==> src/rtl/seg7_pkg.sv <==
// Shared 7-segment constants and hex decoder.
// Segment order is {g,f,e,d,c,b,a}, active-high.
package seg7_pkg;

    localparam logic [6:0] SEG_HEX_0 = 7'h3F;
    localparam logic [6:0] SEG_HEX_1 = 7'h06;
    localparam logic [6:0] SEG_HEX_2 = 7'h5B;
    localparam logic [6:0] SEG_HEX_3 = 7'h4F;
    localparam logic [6:0] SEG_HEX_4 = 7'h66;
    localparam logic [6:0] SEG_HEX_5 = 7'h6D;
    localparam logic [6:0] SEG_HEX_6 = 7'h7D;
    localparam logic [6:0] SEG_HEX_7 = 7'h07;
    localparam logic [6:0] SEG_HEX_8 = 7'h7F;
    localparam logic [6:0] SEG_HEX_9 = 7'h6F;
    localparam logic [6:0] SEG_HEX_A = 7'h77;
    localparam logic [6:0] SEG_HEX_B = 7'h7C;
    localparam logic [6:0] SEG_HEX_C = 7'h39;
    localparam logic [6:0] SEG_HEX_D = 7'h5E;
    localparam logic [6:0] SEG_HEX_E = 7'h79;
    localparam logic [6:0] SEG_HEX_F = 7'h71;
    localparam logic [6:0] SEG_OFF   = 7'h00;

    function automatic logic [6:0] hex_to_seg(input logic [3:0] nibble);
        logic [6:0] seg;
        case (nibble)
            4'h0: seg = SEG_HEX_0;
            4'h1: seg = SEG_HEX_1;
            4'h2: seg = SEG_HEX_2;
            4'h3: seg = SEG_HEX_3;
            4'h4: seg = SEG_HEX_4;
            4'h5: seg = SEG_HEX_5;
            4'h6: seg = SEG_HEX_6;
            4'h7: seg = SEG_HEX_7;
            4'h8: seg = SEG_HEX_8;
            4'h9: seg = SEG_HEX_9;
            4'hA: seg = SEG_HEX_A;
            4'hB: seg = SEG_HEX_B;
            4'hC: seg = SEG_HEX_C;
            4'hD: seg = SEG_HEX_D;
            4'hE: seg = SEG_HEX_E;
            default: seg = SEG_HEX_F;
        endcase
        return seg;
    endfunction

endpackage

==> src/rtl/edge_tick_sync.sv <==
// Three-flop synchroniser with a registered single-cycle rising-edge tick.
// Reusable by any consumer of the clock divider's square wave.
module edge_tick_sync (
    input  logic clk,
    input  logic rst,
    input  logic d_async,
    output logic tick
);

    logic       s1_q, s2_q, s3_q, tick_q;
    logic [1:0] fill_q;

    // For two edges after reset s3 loads from s1 alongside s2, so a level that is
    // already high at release refills s2 and s3 together and never looks like an edge.
    always_ff @(posedge clk) begin
        if (!rst) begin
            s1_q   <= 1'b0;
            s2_q   <= 1'b0;
            s3_q   <= 1'b0;
            fill_q <= 2'b00;
            tick_q <= 1'b0;
        end else begin
            s1_q   <= d_async;
            s2_q   <= s1_q;
            s3_q   <= fill_q[1] ? s2_q : s1_q;
            fill_q <= {fill_q[0], 1'b1};
            tick_q <= s2_q & ~s3_q;
        end
    end

    assign tick = tick_q;

endmodule

==> src/rtl/seg7_scan.sv <==
// Multiplexed common-anode hex display driven by divider ticks, with a per-frame
// snapshot of the value and optional leading-zero blanking.
module seg7_scan
    import seg7_pkg::*;
#(
    parameter int unsigned NUM_DIGITS     = 4,
    parameter bit          ACTIVE_LOW_OUT = 1'b1
) (
    input  logic                    clk,
    input  logic                    rst,
    input  logic                    clk_div,
    input  logic [4*NUM_DIGITS-1:0] value,
    input  logic [NUM_DIGITS-1:0]   dp_in,
    input  logic                    blank_en,
    output logic [NUM_DIGITS-1:0]   an,
    output logic [6:0]              seg,
    output logic                    dp_out,
    output logic                    frame_tick
);

    localparam int unsigned IdxW = (NUM_DIGITS > 2) ? $clog2(NUM_DIGITS) : 1;
    localparam logic [IdxW-1:0] LastIdx = IdxW'(NUM_DIGITS - 1);

    localparam logic [NUM_DIGITS-1:0] AnOff =
        ACTIVE_LOW_OUT ? {NUM_DIGITS{1'b1}} : {NUM_DIGITS{1'b0}};
    localparam logic [6:0] SegOffOut = ACTIVE_LOW_OUT ? ~SEG_OFF : SEG_OFF;
    localparam logic       DpOffOut  = ACTIVE_LOW_OUT;

    logic                    tick, wrap;
    logic [IdxW-1:0]         idx_q, idx_d;
    logic [4*NUM_DIGITS-1:0] shadow_val_q, shadow_val_d;
    logic [NUM_DIGITS-1:0]   shadow_dp_q, shadow_dp_d;
    logic                    frame_tick_q, frame_tick_d;
    logic [NUM_DIGITS-1:0]   an_q, an_d, an_raw;
    logic [6:0]              seg_q, seg_d, seg_raw;
    logic                    dp_q, dp_d, dp_raw;
    logic                    upper_zero, blank;
    logic [3:0]              cur_nib;

    edge_tick_sync u_sync (
        .clk     (clk),
        .rst     (rst),
        .d_async (clk_div),
        .tick    (tick)
    );

    assign wrap = tick && (idx_q == LastIdx);

    always_comb begin
        idx_d        = idx_q;
        shadow_val_d = shadow_val_q;
        shadow_dp_d  = shadow_dp_q;
        frame_tick_d = wrap;
        if (wrap) begin
            idx_d        = '0;
            shadow_val_d = value;
            shadow_dp_d  = dp_in;
        end else if (tick) begin
            idx_d = idx_q + 1'b1;
        end
    end

    // Active digit is blankable only if it and every digit to its left are bare zeros.
    always_comb begin
        upper_zero = 1'b1;
        for (int i = 0; i < NUM_DIGITS; i++) begin
            if ((IdxW'(i) >= idx_q) &&
                ((shadow_val_q[4*i +: 4] != 4'h0) || shadow_dp_q[i])) begin
                upper_zero = 1'b0;
            end
        end
    end

    always_comb begin
        blank          = blank_en && (idx_q != '0) && upper_zero;
        cur_nib        = shadow_val_q[idx_q*4 +: 4];
        an_raw         = '0;
        an_raw[idx_q]  = 1'b1;
        seg_raw        = blank ? SEG_OFF : hex_to_seg(cur_nib);
        dp_raw         = blank ? 1'b0 : shadow_dp_q[idx_q];
        an_d           = ACTIVE_LOW_OUT ? ~an_raw : an_raw;
        seg_d          = ACTIVE_LOW_OUT ? ~seg_raw : seg_raw;
        dp_d           = ACTIVE_LOW_OUT ? ~dp_raw : dp_raw;
    end

    always_ff @(posedge clk) begin
        if (!rst) begin
            idx_q        <= '0;
            shadow_val_q <= '0;
            shadow_dp_q  <= '0;
            frame_tick_q <= 1'b0;
            an_q         <= AnOff;
            seg_q        <= SegOffOut;
            dp_q         <= DpOffOut;
        end else begin
            idx_q        <= idx_d;
            shadow_val_q <= shadow_val_d;
            shadow_dp_q  <= shadow_dp_d;
            frame_tick_q <= frame_tick_d;
            an_q         <= an_d;
            seg_q        <= seg_d;
            dp_q         <= dp_d;
        end
    end

    assign an         = an_q;
    assign seg        = seg_q;
    assign dp_out     = dp_q;
    assign frame_tick = frame_tick_q;

endmodule

==> config.mk <==
export PLATFORM = sky130hd
export DESIGN_NAME = seg7_scan
export DESIGN_NICKNAME = d
export VERILOG_FILES = /design/src/rtl/seg7_pkg.sv /design/src/rtl/edge_tick_sync.sv /design/src/rtl/seg7_scan.sv
export SDC_FILE = /design/constraint.sdc
export NUM_CORES = 1
export LEC_CHECK = 0
export BUFFER_PORTS_ARGS = -buffer_cell sky130_fd_sc_hd__buf_4
export CORE_UTILIZATION = 47
export DETAILED_ROUTE_END_ITERATION = 8
export PLACE_DENSITY = 0.66
export SYNTH_ARGS = -nofsm -noshare
export SYNTH_HDL_FRONTEND = slang
export SYNTH_SLANG_ARGS = --single-unit
==> constraint.sdc <==
create_clock -name clk -period 2.8 [get_ports clk]
set_input_delay 0.28 -clock clk [delete_from_list [all_inputs] [get_ports clk]]
set_output_delay 0.28 -clock clk [all_outputs]
set_load 0.02 [all_outputs]
After elaboration in Yosys (flattened, before gate mapping). Memories as Yosys holds them, arrays and structs flattened. Cells that the tools add are included.

Register bits: 41. ROM bits: 112. Bits of input ports: 24. Output and inout port bits: 13. Word-level logic and storage cells: 59. Memories: 1.

Memories: (no name shown) (words 16, bits a word 7, read ports 1, clocked after memory_dff 0, wr ports 0, line seg7_pkg.sv:25) `case (nibble)`.

Add/subtract/negate cells: 1. Order comparisons: 6. Equal/unequal tests: 1. Shift operators: 1. Multiplexer cells: 12. Bitwise gates (word level): 6. Reduce and logical (&&, ||, !) cells: 18.

Operator list (number): $reduce_bool 4->1 (4); $shiftx 16x5->4 (1); $mux 1 (9); $logic_and 1x1->1 (8); $mux 7 (1); $not 7->7 (1); $ge 1x2->1 const A (2); $ge 2x2->1 const A (2); $logic_or 1x1->1 (4); $not 4->4 (1); $lt 2x3->1 const B (1); $not 1->1 (3); $add 2x1->2 const B (1); $bmux 1 s2 (1); $demux 1 s2 (1); $eq 2x2->1 const B (1); $ge 2x1->1 const B (1); $reduce_bool 2->1 (1); $reduce_or 2->1 (1); $and 1x1->1 (1).

Depth between registers and ports, before layout.
Depth in word-level cells: 10. Depth in mapped cells: 8. Mapped depth without buffers: 7.

Hierarchy. A second synthesis with hierarchy kept.

Cells, all modules: 144. Area total of the unflattened synthesis: 1676.6 um^2.

Modules (own cells, without submodules): seg7_scan (instances 1, cells an instance 132, area an instance 1512.7 um^2, seq. area each 700.7 um^2); edge_tick_sync (instances 1, cells an instance 12, area an instance 163.9 um^2, seq. area each 120.1 um^2).

Least setup slack after synthesis. OpenSTA, ideal clock, no wires.

Path type: register to register. Start: register idx_q[0]. End: register seg_q[0] (netlist: seg[0]). Library setup time: 0.067 ns. Arrival: 1.829 ns. Required time: 2.733 ns. Slack: 0.904 ns. Cell stages (with the launch flop): 9. Buffers on the path: 1. Clock period less this slack: 1.896 ns. Cells stage by stage: dfxtp_1 > buf_6 > mux4_1 > inv_1 > ha_1 > nor3_1 > a31oi_1 > mux2i_1 > o21ai_2.

Word-level cells in the longest chain between the ends: 9.

Ends and longest elaborated chain: from (decl) (line seg7_scan.sv:30) `logic [IdxW-1:0] idx_q, idx_d;`; from (signal assigned) (line seg7_scan.sv:96) `idx_q <= idx_d;`; branches (longest 7 deep; another with $mem_v2 16x7); $mux 7 (*) (line seg7_scan.sv:79) `seg_raw = blank ? SEG_OFF : hex_to_seg(cur_nib);`; $not 7->7 (*) (line seg7_scan.sv:82) `seg_d = ACTIVE_LOW_OUT ? ~seg_raw : seg_raw;`; to (signal assigned) (line seg7_scan.sv:93) `seg_q <= SegOffOut;`; to (signal assigned) (line seg7_scan.sv:101) `seg_q <= seg_d;`; to (decl) (line seg7_scan.sv:35) `logic [6:0] seg_q, seg_d, seg_raw;`.

Mark *: on every way between the ends. A chain may end at the register's enable or synchronous reset.

Worst setup path in the final report.
Start: register idx_q[1]. End: register seg_q[0] (netlist: seg[0]).

The elaborated chain is that of the path after synthesis.

==> metrics.md <==
| Metric | Value |
|---|---|
| Worst Hold End | `u_sync.fill_q[0]$_DFF_P_` |
| Netlist Area Pre-Place | `1770 µm²` |
| Final net count | `228` |
| Yosys top cell by area | `dfxtp_1` |
| Starting density of the core | `0.509` |
| Register area share after synthesis | `0.465` |
| Num Clock Sinks | `41` |
| Vias | `1278` |
| Via density | `5.30` |
| Syn_area_per_cell | `11.2 µm²` |
| Clock transition at path regs | `70 ps` |
| FFs w/ async S/R, synth | `0` |
| Horiz. Die Dim | `63.3 µm` |
| Net switching fraction of the power | `0.197` |
| Hold path depth | `1` |
| R2R setup slack | `760 ps` |
| CORE AREA | `3470 µm²` |
| Clock power frac | `0.416` |
| Critical path type | `flip-flop to flip-flop` |
| Ports | `37` |
| Reg2reg end | `seg[0]$_SDFF_PN1_` |
| Worst-Skew Late Latency | `290 ps` |
| Sum Neg Setup Slack | `0 ps` |
| CTS Root Cell | `clkbuf_8` |
| Number of port buffers | `36` |
| Worst Path Arrival | `2220 ps` |
| Largest cells by area after synthesis | `dfxtp_1 46%, a22o_1 9.4%, ha_1 7.1%` |
| CTS tree | `built` |
| DRT antenna net count | `0` |
| Startpoint class of the critical path | `flip-flop` |
| Total of max-cap violations | `0` |
| Layout cells sized above 1 | `0.318` |
| Sequential power share | `0.519` |
| Hold Crit Start | `rst` |
| Hold Path Class | `primary input to flip-flop` |
| Post-synthesis net count | `191` |
| Post_cts resized | `0` |
| Netlist cell types | `39` |
| GRT Util Overall | `0.186` |
| Synth warnings | `0` |
| Synth top area share | `0.465` |
| DP Worst Slack | `797 ps` |
| Final Setup Violations | `0` |
| Cell Int Power | `0.000926 W` |
| Pins over their slew limit | `0` |
| Worst reg2reg path startpoint | `idx_q[1]$_SDFFE_PP0P_` |
| Largest net degree at the start of global routing | `23` |
| Chip Height | `63.3 µm` |
| RSZ-0062 raised after global routing | `no` |
| Number of synthesized register bits | `41` |
| DR DRC count | `0` |
| IR drop worst, VDD | `0.351 mV` |
| Synth Flop Type | `dfxtp_1` |
| Final Hold Viols | `0` |
| Initial drt markers | `53` |
| P_sw | `0.000228 W` |
| Routability congestion estimate | `0.780` |
| Combinational group share of total power | `0.065` |
| CTS Hold Bufs | `0` |
| Power per cell area | `531 nW/µm²` |
| Rows | `21` |
| Routed len/inst | `14.0 µm` |
| H-tree levels | `2` |
| Max Fanout on Critical Path | `13` |
| Min cycle time layout | `2040 ps` |
| TritonCTS buffer count | `5` |
| Actual slew at the worst max-slew pin | `689 ps` |
| Routed WL | `3380 µm` |
| Critical Path RT | `2970 ps` |
| Final worst setup slack | `759 ps` |
| EDFF count, synth | `0` |
| Reg2Reg Depth | `7` |
| Clock Skews | `8.37 ps` |
| Fmax | `0.490 GHz` |
| Number of global-route vias before repair | `1294` |
| Max-slew headroom | `0.541` |
| First-pass GRT wire length | `5800 µm` |
| Period utilization | `0.729` |
| Lkg Pwr | `0.910 nW` |
| Area delta synth->final | `23.0%` |
| Initial antenna violation count | `0` |
| Clk buf depth | `2` |
| Pre-antenna DRT Iters | `4` |
| Total grt overflow | `0` |
| Postcts setup bufs | `0` |
| ANT cells | `0` |
| Gate Count Post-Synth | `157` |
| Status | `completed` |
| CP endpoint kind | `flip-flop` |
| Die ar. | `4010 µm²` |
| DPL Wire Length | `2600 µm` |
[power by group through the flow]
stage                     Combinational, W  Clock (W)  Sequential (W)
after floorplan                  0.0000286          0        0.000621
after global placement           0.0000749          0        0.000612
after detailed placement         0.0000758          0        0.000613
after CTS                        0.0000760   0.000490        0.000599
after global routing             0.0000822   0.000526        0.000601
final                            0.0000748   0.000480        0.000599
[worst max-delay path by stage]
stage,from,endpoint
2_1_floorplan,idx_q[0]$_SDFFE_PP0P_,seg[0]$_SDFF_PN1_
3_3_place_gp,idx_q[1]$_SDFFE_PP0P_,seg[0]$_SDFF_PN1_
3_5_place_dp,idx_q[1]$_SDFFE_PP0P_,seg[0]$_SDFF_PN1_
4_1_cts,idx_q[1]$_SDFFE_PP0P_,seg[0]$_SDFF_PN1_
5_1_grt,idx_q[1]$_SDFFE_PP0P_,seg[0]$_SDFF_PN1_
6_report,idx_q[1]$_SDFFE_PP0P_,seg[0]$_SDFF_PN1_
[registers in the layout, indices dropped and copies added (netlist names)]
signal	cells
shadow_val_q	16
u_sync.s1_q	1
u_sync.fill_q	2
dp_out	1
u_sync.tick	1
u_sync.s3_q	1
seg	7
shadow_dp_q	4
frame_tick	1
an	4
u_sync.s2_q	1
idx_q	2
[synth_stat cells (2+ instances only)]
master and count:
a31oi_1 2, nor2_1 5, and3_1 2, inv_1 6
ha_1 10, o21ai_0 3, clkbuf_1 5, mux4_2 3
nor3_1 3, xor2_1 2, mux2_4 2, a22oi_1 2
or4_1 2, a22o_1 19, dfxtp_1 41, and2_1 4
mux2i_1 5, nor2b_1 2, nand3_2 2, o21ai_2 2
buf_6 3, mux2i_2 2, nand2_1 13, nand3_1 2
[layout make-up]
| class | count | area, µm² |
|---|---|---|
| multi-input cells | 102 | 870 |
| clock buffers | 7 | 86.3 |
| clock inverters | 1 | 30.0 |
| fillers | 292 | 1300 |
| repair buffers | 38 | 285 |
| inverters | 6 | 22.5 |
| well taps | 46 | 57.6 |
| flip-flops and latches | 41 | 821 |
[worst max-delay path, stage by stage (launching register included)]
cell	delay (ps)
dfxtp_1	660
mux4_2	380
inv_1	100
ha_1	230
nor3_1	230
a31oi_1	70
mux2i_1	190
o21ai_2	60
[metal layers]
layer  track usage  routed length, µm  vias up
met5             0                  0        -
met2         0.317               1650       39
met1         0.222               1530      588
met3        0.0562                169        4
li1              -                  -      647
met4        0.0568                 27        0
[placed cells by master, fill, tap and decap left out, types with 2 or more instances in the layout]
cell / Yosys / layout
a22o_1: 19 / 19
nor3_1: 3 / 3
nand3_1: 2 / 2
and3_1: 2 / 2
a22oi_1: 2 / 2
buf_4: 0 / 38
nor2b_1: 2 / 2
a31oi_1: 2 / 2
nand2_1: 13 / 13
o21ai_0: 3 / 3
ha_1: 10 / 10
nor2_1: 5 / 5
dfxtp_1: 41 / 41
mux4_2: 3 / 3
and2_1: 4 / 4
mux2i_2: 2 / 2
clkbuf_8: 0 / 6
mux2i_1: 5 / 5
o21ai_2: 2 / 2
or4_1: 2 / 2
inv_1: 6 / 6
nand3_2: 2 / 2
xor2_1: 2 / 2
mux2_4: 2 / 2
[kinds of logic (layout without fill, tap and decap cells)]
family	count (synthesis)	in the layout	synth area share
xor+xnor	3	3	0.0149
flops	41	41	0.465
buf+inv	14	52	0.0425
compound gates	37	37	0.172
simple gates	38	38	0.114
fa+ha+maj	10	10	0.0709
mux	14	14	0.120
[per-stage QoR]
stage | instance area, µm² | power (W) | instances | hold WS [ps] | utilization
floorplan | 1770 | 0.000650 | 157 | 308 | -
global placement | 2060 | 0.000687 | 233 | 387 | 0.593
detailed placement | 2060 | 0.000689 | 233 | 383 | 0.593
CTS | 2170 | 0.00117 | 241 | 173 | 0.626
global route | 2170 | 0.00121 | 241 | 176 | 0.626
finish | 2170 | 0.00115 | 241 | 184 | 0.626
No activity file was read; power rests on OpenSTA's default activity.
